<file path="config.mk">
export PLATFORM = sky130hd
export DESIGN_NAME = fifo_rd_stream
export DESIGN_NICKNAME = d
export VERILOG_FILES = /design/src/rtl/cnn_stream_pkg.sv /design/src/rtl/stream_skid_buf.sv /design/src/rtl/fifo_rd_stream.sv
export SDC_FILE = /design/constraint.sdc
export NUM_CORES = 1
export LEC_CHECK = 0
export BUFFER_PORTS_ARGS = -buffer_cell sky130_fd_sc_hd__buf_4
export CORE_MARGIN = 1
export CORE_UTILIZATION = 40
export DETAILED_ROUTE_END_ITERATION = 8
export PLACE_DENSITY = 0.57
export SLEW_MARGIN = 10
export SYNTH_ARGS = -nofsm -noshare
export SYNTH_HDL_FRONTEND = slang
export SYNTH_SLANG_ARGS = --single-unit
</file>
<file path="constraint.sdc">
create_clock -name clk -period 3.2 [get_ports clk]
set_input_delay 0.16 -clock clk [delete_from_list [all_inputs] [get_ports clk]]
set_output_delay 0.16 -clock clk [all_outputs]
set_load 0.05 [all_outputs]
</file>
<file path="src/rtl/cnn_stream_pkg.sv">
// Shared types and defaults for the CNN input stream path.
// The marker struct carries the line/frame position flags attached to each pixel.
package cnn_stream_pkg;

  localparam int DEF_WIDTH = 8;
  localparam int DEF_IMG_W = 28;
  localparam int DEF_IMG_H = 28;

  // Counter width that stays legal for a dimension of 1.
  function automatic int cnt_w(input int n);
    return (n > 1) ? $clog2(n) : 1;
  endfunction

  localparam int COL_W = cnt_w(DEF_IMG_W);
  localparam int ROW_W = cnt_w(DEF_IMG_H);

  typedef struct packed {
    logic sol;
    logic eol;
    logic sof;
    logic eof;
  } marker_t;

endpackage

</file>
<file path="src/rtl/stream_skid_buf.sv">
// Small synchronous circular buffer with push/pop and an explicit occupancy count.
// Pointers wrap modulo DEPTH, so DEPTH need not be a power of two.
module stream_skid_buf #(
  parameter int WIDTH = 8,
  parameter int DEPTH = 4
) (
  input  logic                         clk,
  input  logic                         rest,
  input  logic                         push,
  input  logic [WIDTH-1:0]             push_data,
  input  logic                         pop,
  output logic [WIDTH-1:0]             pop_data,
  output logic [$clog2(DEPTH+1)-1:0]   occ
);

  localparam int LW = $clog2(DEPTH + 1);
  localparam int PW = $clog2(DEPTH);
  localparam logic [LW-1:0] FULL_L = LW'(DEPTH);
  localparam logic [PW-1:0] LAST_P = PW'(DEPTH - 1);

  logic [WIDTH-1:0] mem [DEPTH];
  logic [PW-1:0]    head;
  logic [PW-1:0]    tail;
  logic             full;
  logic             do_push;
  logic             do_pop;

  function automatic logic [PW-1:0] nxt(input logic [PW-1:0] p);
    return (p == LAST_P) ? '0 : p + PW'(1);
  endfunction

  assign full     = (occ == FULL_L);
  assign do_pop   = pop && (occ != '0);
  // A push into a full buffer is only accepted when the head frees a slot this cycle.
  assign do_push  = push && (!full || do_pop);
  assign pop_data = mem[head];

  always_ff @(posedge clk) begin
    if (rest) begin
      head <= '0;
      tail <= '0;
      occ  <= '0;
    end else begin
      if (do_push) tail <= nxt(tail);
      if (do_pop)  head <= nxt(head);
      case ({do_push, do_pop})
        2'b10:   occ <= occ + LW'(1);
        2'b01:   occ <= occ - LW'(1);
        default: occ <= occ;
      endcase
    end
  end

  always_ff @(posedge clk) begin
    if (!rest && do_push) mem[tail] <= push_data;
  end

  overflow_a: assert property (@(posedge clk) disable iff (rest) !(push && full && !pop));

endmodule

</file>
<file path="src/rtl/fifo_rd_stream.sv">
// Read-side FIFO consumer: credit-based reads into a local buffer, re-presented
// as a valid/ready pixel stream tagged with line/frame position markers.
module fifo_rd_stream
  import cnn_stream_pkg::*;
#(
  parameter int WIDTH     = DEF_WIDTH,
  parameter int BUF_DEPTH = 4,
  parameter int IMG_W     = DEF_IMG_W,
  parameter int IMG_H     = DEF_IMG_H
) (
  input  logic                              clk,
  input  logic                              rest,
  input  logic                              en,
  input  logic                              fifo_empty,
  output logic                              fifo_rd_en,
  input  logic [WIDTH-1:0]                  fifo_rd_data,
  input  logic                              fifo_rd_vld,
  output logic [WIDTH-1:0]                  m_data,
  output logic                              m_valid,
  input  logic                              m_ready,
  output logic                              m_sol,
  output logic                              m_eol,
  output logic                              m_sof,
  output logic                              m_eof,
  output logic                              frame_done,
  output logic [$clog2(BUF_DEPTH+1)-1:0]    buf_level
);

  localparam int LW = $clog2(BUF_DEPTH + 1);
  localparam int CW = cnt_w(IMG_W);
  localparam int RW = cnt_w(IMG_H);
  localparam logic [LW:0]   DEPTH_X  = (LW+1)'(BUF_DEPTH);
  localparam logic [CW-1:0] COL_LAST = CW'(IMG_W - 1);
  localparam logic [RW-1:0] ROW_LAST = RW'(IMG_H - 1);

  logic             inflight;
  logic             pop;
  logic             push;
  logic [LW:0]      credit_occ;
  logic [CW-1:0]    col;
  logic [RW-1:0]    row;
  logic [WIDTH-1:0] head_data;
  marker_t          mark;

  assign pop  = m_valid && m_ready;
  assign push = fifo_rd_vld && !rest;

  // Occupancy the buffer will see once the in-flight read lands, net of this cycle's pop.
  assign credit_occ = {1'b0, buf_level} + {{LW{1'b0}}, inflight} - {{LW{1'b0}}, pop};
  assign fifo_rd_en = en && !fifo_empty && !rest && (credit_occ < DEPTH_X);

  stream_skid_buf #(
    .WIDTH (WIDTH),
    .DEPTH (BUF_DEPTH)
  ) u_buf (
    .clk       (clk),
    .rest      (rest),
    .push      (push),
    .push_data (fifo_rd_data),
    .pop       (pop),
    .pop_data  (head_data),
    .occ       (buf_level)
  );

  assign m_valid = (buf_level != '0);
  assign m_data  = m_valid ? head_data : '0;

  always_comb begin
    mark     = '0;
    mark.sol = (col == '0);
    mark.eol = (col == COL_LAST);
    mark.sof = mark.sol && (row == '0);
    mark.eof = mark.eol && (row == ROW_LAST);
  end

  assign m_sol = m_valid && mark.sol;
  assign m_eol = m_valid && mark.eol;
  assign m_sof = m_valid && mark.sof;
  assign m_eof = m_valid && mark.eof;

  always_ff @(posedge clk) begin
    if (rest) begin
      inflight   <= 1'b0;
      col        <= '0;
      row        <= '0;
      frame_done <= 1'b0;
    end else begin
      inflight   <= fifo_rd_en;
      frame_done <= pop && mark.eof;
      if (pop) begin
        if (col == COL_LAST) begin
          col <= '0;
          row <= (row == ROW_LAST) ? '0 : row + RW'(1);
        end else begin
          col <= col + CW'(1);
        end
      end
    end
  end

endmodule
</file>
==> PnR_summary.wiki <==
{| class="wikitable"
! Metric !! Value
|-
| Area Growth Syn to Fin || 17.9%
|-
| Hold bufs inserted after CTS || 0
|-
| Multi-input logic area || 925 um2
|-
| Syn. warnings || 0
|-
| Worst Path Buf+Inv || 3
|-
| Total die area || 6280 um2
|-
| Max Cap Violations || 0
|-
| Flop pwr share || between 30% and 40%
|-
| Switching part of the total power || 40.9%
|-
| Placement Rows || 27
|-
| Number of different library cells in the post-synthesis netlist || 33
|-
| Leakage power || about 1.1 nW
|-
| Path type of the worst setup path || reg2out
|-
| Achievable Freq || 355 MHz
|-
| Number of buffers between clock root and the deepest sink || 2
|-
| Data arrival, critical path || 2.66 ns
|-
| Number of nets produced by synthesis || 219
|-
| Internal power consumption || around 1.3 mW
|-
| Global-route congestion overflow total || 0
|-
| Type of the tightest min-delay check || in2reg
|-
| Vias in the first global route || 1531
|-
| Die Span Y || 79.3 um
|-
| Post-synthesis average cell area || 12.5 um2
|-
| First-pass GRT wire length || 7120 um
|-
| Synthesized instance count || between 150 and 200
|-
| Routed vias || ~1600
|-
| Worst skew pair latency || 0.31 ns
|-
| Total Routing Usage GR || 15.3%
|-
| Routed wirelength normalized by instance count || 14.5 um
|-
| Cell Pwr Density || 807 nW/um2
|-
| Critical path capture point type || output port
|-
| FF+latch count, synth || 53
|-
| Result of the run || completed
|-
| Share of the clock period used by the worst path after layout || around nine tenths
|-
| Worst voltage drop across the vdd grid || roughly 0.41 mV
|-
| PostCTS Resize Cnt || 0
|-
| Placer's final routability congestion estimate || 0.745
|-
| Slew Viols, Final || 0
|-
| Launching element type of the critical path || flop
|-
| Cell repeated most along the worst path || sky130_fd_sc_hd__ha_1
|-
| Final hold violations || 0
|-
| Final HPWL from detailed placement || 3060 um
|-
| Data required time of the worst path || 3.04 ns
|-
| Unrepaired setup endpoints after global routing || no
|-
| Cell type group with the largest total delay on the critical path || compound AO/OA/AOI/OAI gates
|-
| Post-synthesis instance area || 2390 um2
|-
| Clock slew at the register clock pins of the worst setup and hold paths || 0.10 ns
|-
| Total negative slack || 0 ns
|-
| 1st-iter DRT viols || around 120
|-
| Share of power burned in combinational logic || 42.1%
|-
| Area of all sequential standard cells || 1380 um2
|-
| Root buffer cell || sky130_fd_sc_hd__clkbuf_8
|-
| Nets || approximately 250
|-
| Wire length reported by the detailed router || 4310 um
|-
| Post-CTS repair timing setup buffer count || 0
|-
| Initial DRT Pass Iterations || 4
|-
| Via count normalized by instance count || 5.24
|-
| Total of buffers placed on input and output ports || 31
|-
| Worst path cell trace || o31ai_4 > inv_4 > ha_1 > inv_1 > ha_1 > a31oi_1 > mux2i_1 > a21oi_1 > buf_4
|-
| Antenna Diode Count || 0
|-
| Most used cells in the layout excluding fill and tap cells || sky130_fd_sc_hd__buf_4, sky130_fd_sc_hd__edfxtp_1, sky130_fd_sc_hd__dfxtp_1
|-
| Proportion of synthesized chip area in sequential cells || 57.9%
|-
| H-tree level count || 2
|-
| Final antenna-violating net count || 0
|-
| Switching power summed over all nets || 928 uW
|-
| Critical Path Max Stage Delay || between 0.4 and 0.5 ns
|-
| Pin count of the biggest net entering global routing || 21
|-
| Fillcell total || 504
|-
| Slowest-stage cell, CP || sky130_fd_sc_hd__o31ai_4
|-
| Die X-Extent || 79.3 um
|-
| Tmin final || 2.82 ns
|-
| Finish-stage setup viols || 0
|-
| Number of I/O pins || 32
|-
| Antenna violations before repair || 0
|-
| Clock network power share || 20.5%
|-
| Number of buffers created by CTS || 5
|-
| Placeable Area || 5640 um2
|-
| DRC violation count after routing || 0
|-
| Share of final-layout standard cells stronger than drive strength 1 || 24.0%
|-
| Total number of clock tree sinks || 53
|-
| TritonCTS clock tree || built
|-
| Slew HR || a little under two thirds
|-
| Slew of the pin with the lowest slew margin || 0.542 ns
|-
| Placed cells || 289
|-
| Worst Skew || between 0.01 and 0.015 ns
|-
| Initial Util || 42.3%
|-
| Maximum fanout count along the critical path || 10
|-
| Final standard cell count with taps included and fillers excluded || 297
|}
## metal layers
layer  vias to the layer above  GRT usage, %  wire length, um
met4                         0          7.09               68
met2                        27          26.4             2160
met1                       765          18.3             1950
met5                         -             0                0
li1                        760             -                -
met3                         5          2.99              140
## sequential cells by signal, indices dropped and copies added (netlist names), named ones only
signal / count
u_buf.occ: 3
u_buf.head: 2
u_buf.tail: 2
frame_done: 1
inflight: 1
u_buf.mem: 32
col: 5
row: 5
## cell families (layout without fill, tap and decap cells)
kind of cell	after synthesis	count (layout)	synth area share, %
AND/OR/NAND/NOR	65	65	14.7
flip-flops	53	53	57.9
AO/OA/AOI/OAI	23	23	6.13
buffers and inverters	22	56	3.67
adder cells (fa/ha/maj)	14	14	7.65
multiplexers	12	12	9.22
XOR/XNOR	2	2	0.734
## power by group through the flow
stage | sequential [mW] | combinational (mW) | clock [mW]
final | 0.849 | 0.956 | 0.466
after global routing | 0.862 | 1.03 | 0.503
after CTS | 0.851 | 0.969 | 0.473
after detailed placement | 0.866 | 0.962 | 0
after global placement | 0.864 | 0.943 | 0
after floorplan | 0.875 | 0.678 | 0
## through the flow
stage / worst slack, ns / hold WS (ns) / power [mW] / util, % / cell area (um2)
finish: 0.384 / 0.0423 / 2.27 / 49.9 / 2820
global route: 0.247 / 0.0304 / 2.40 / 49.9 / 2820
CTS: 0.373 / 0.0410 / 2.29 / 49.9 / 2820
detailed placement: 0.558 / 0.365 / 1.83 / 47.8 / 2700
global placement: 0.722 / 0.358 / 1.81 / 47.8 / 2700
floorplan: 0.288 / 0.259 / 1.55 / - / 2390
## synthesized netlist by cell type
cell	n	area, um2
sky130_fd_sc_hd__xor2_1	2	17.5
sky130_fd_sc_hd__nand2b_1	1	6.26
sky130_fd_sc_hd__a211oi_1	1	7.51
sky130_fd_sc_hd__nand2_1	11	41.3
sky130_fd_sc_hd__a31oi_1	1	6.26
sky130_fd_sc_hd__o41ai_2	1	16.3
sky130_fd_sc_hd__and4b_1	2	20.0
sky130_fd_sc_hd__inv_1	15	56.3
sky130_fd_sc_hd__and2_1	5	31.3
sky130_fd_sc_hd__nand4b_1	2	17.5
sky130_fd_sc_hd__o31ai_4	1	21.3
sky130_fd_sc_hd__a21oi_1	16	80.1
sky130_fd_sc_hd__or3_2	1	7.51
sky130_fd_sc_hd__inv_4	1	6.26
sky130_fd_sc_hd__edfxtp_1	32	961
sky130_fd_sc_hd__nand3_1	4	20.0
sky130_fd_sc_hd__o21ai_0	3	15.0
sky130_fd_sc_hd__ha_1	13	163
sky130_fd_sc_hd__clkbuf_1	3	11.3
sky130_fd_sc_hd__or3_1	3	18.8
sky130_fd_sc_hd__nor2b_1	9	56.3
sky130_fd_sc_hd__dfxtp_1	21	420
sky130_fd_sc_hd__fa_1	1	20.0
sky130_fd_sc_hd__nand2_4	1	11.3
sky130_fd_sc_hd__nor3_1	6	30.0
sky130_fd_sc_hd__buf_2	2	10.0
sky130_fd_sc_hd__or4b_1	1	10.0
sky130_fd_sc_hd__buf_1	1	3.75
sky130_fd_sc_hd__nor4_1	1	6.26
sky130_fd_sc_hd__nand4_1	3	18.8
sky130_fd_sc_hd__mux4_2	8	180
sky130_fd_sc_hd__nor2_1	15	56.3
sky130_fd_sc_hd__mux2i_1	4	40.0
## area by class of cell
cell class,instances,area share (%)
multi-input combinational,116,32.8
clock buffer,5,2.44
clock inverter,3,1.69
sequential,53,49.1
inverter,16,2.22
tap,72,3.20
timing repair buffer,32,8.53
## path summary, 6_finish.rpt
path,start,end,slack [ns],cells after the start
worst min register to register,u_buf.head[1]$_SDFFE_PP0P_,flop,0.48,2
worst max register to register,u_buf.occ[2]$_SDFFE_PP0P_,u_buf.occ[2]$_SDFFE_PP0P_,0.54,10
worst max-delay path,u_buf.occ[0]$_SDFFE_PP0P_,fifo_rd_en,0.38,9
worst min-delay path,fifo_rd_data[3],u_buf.mem[2][3]$_DFFE_PP_,0.04,1
Note: power is estimated with default switching activity, not from simulation.
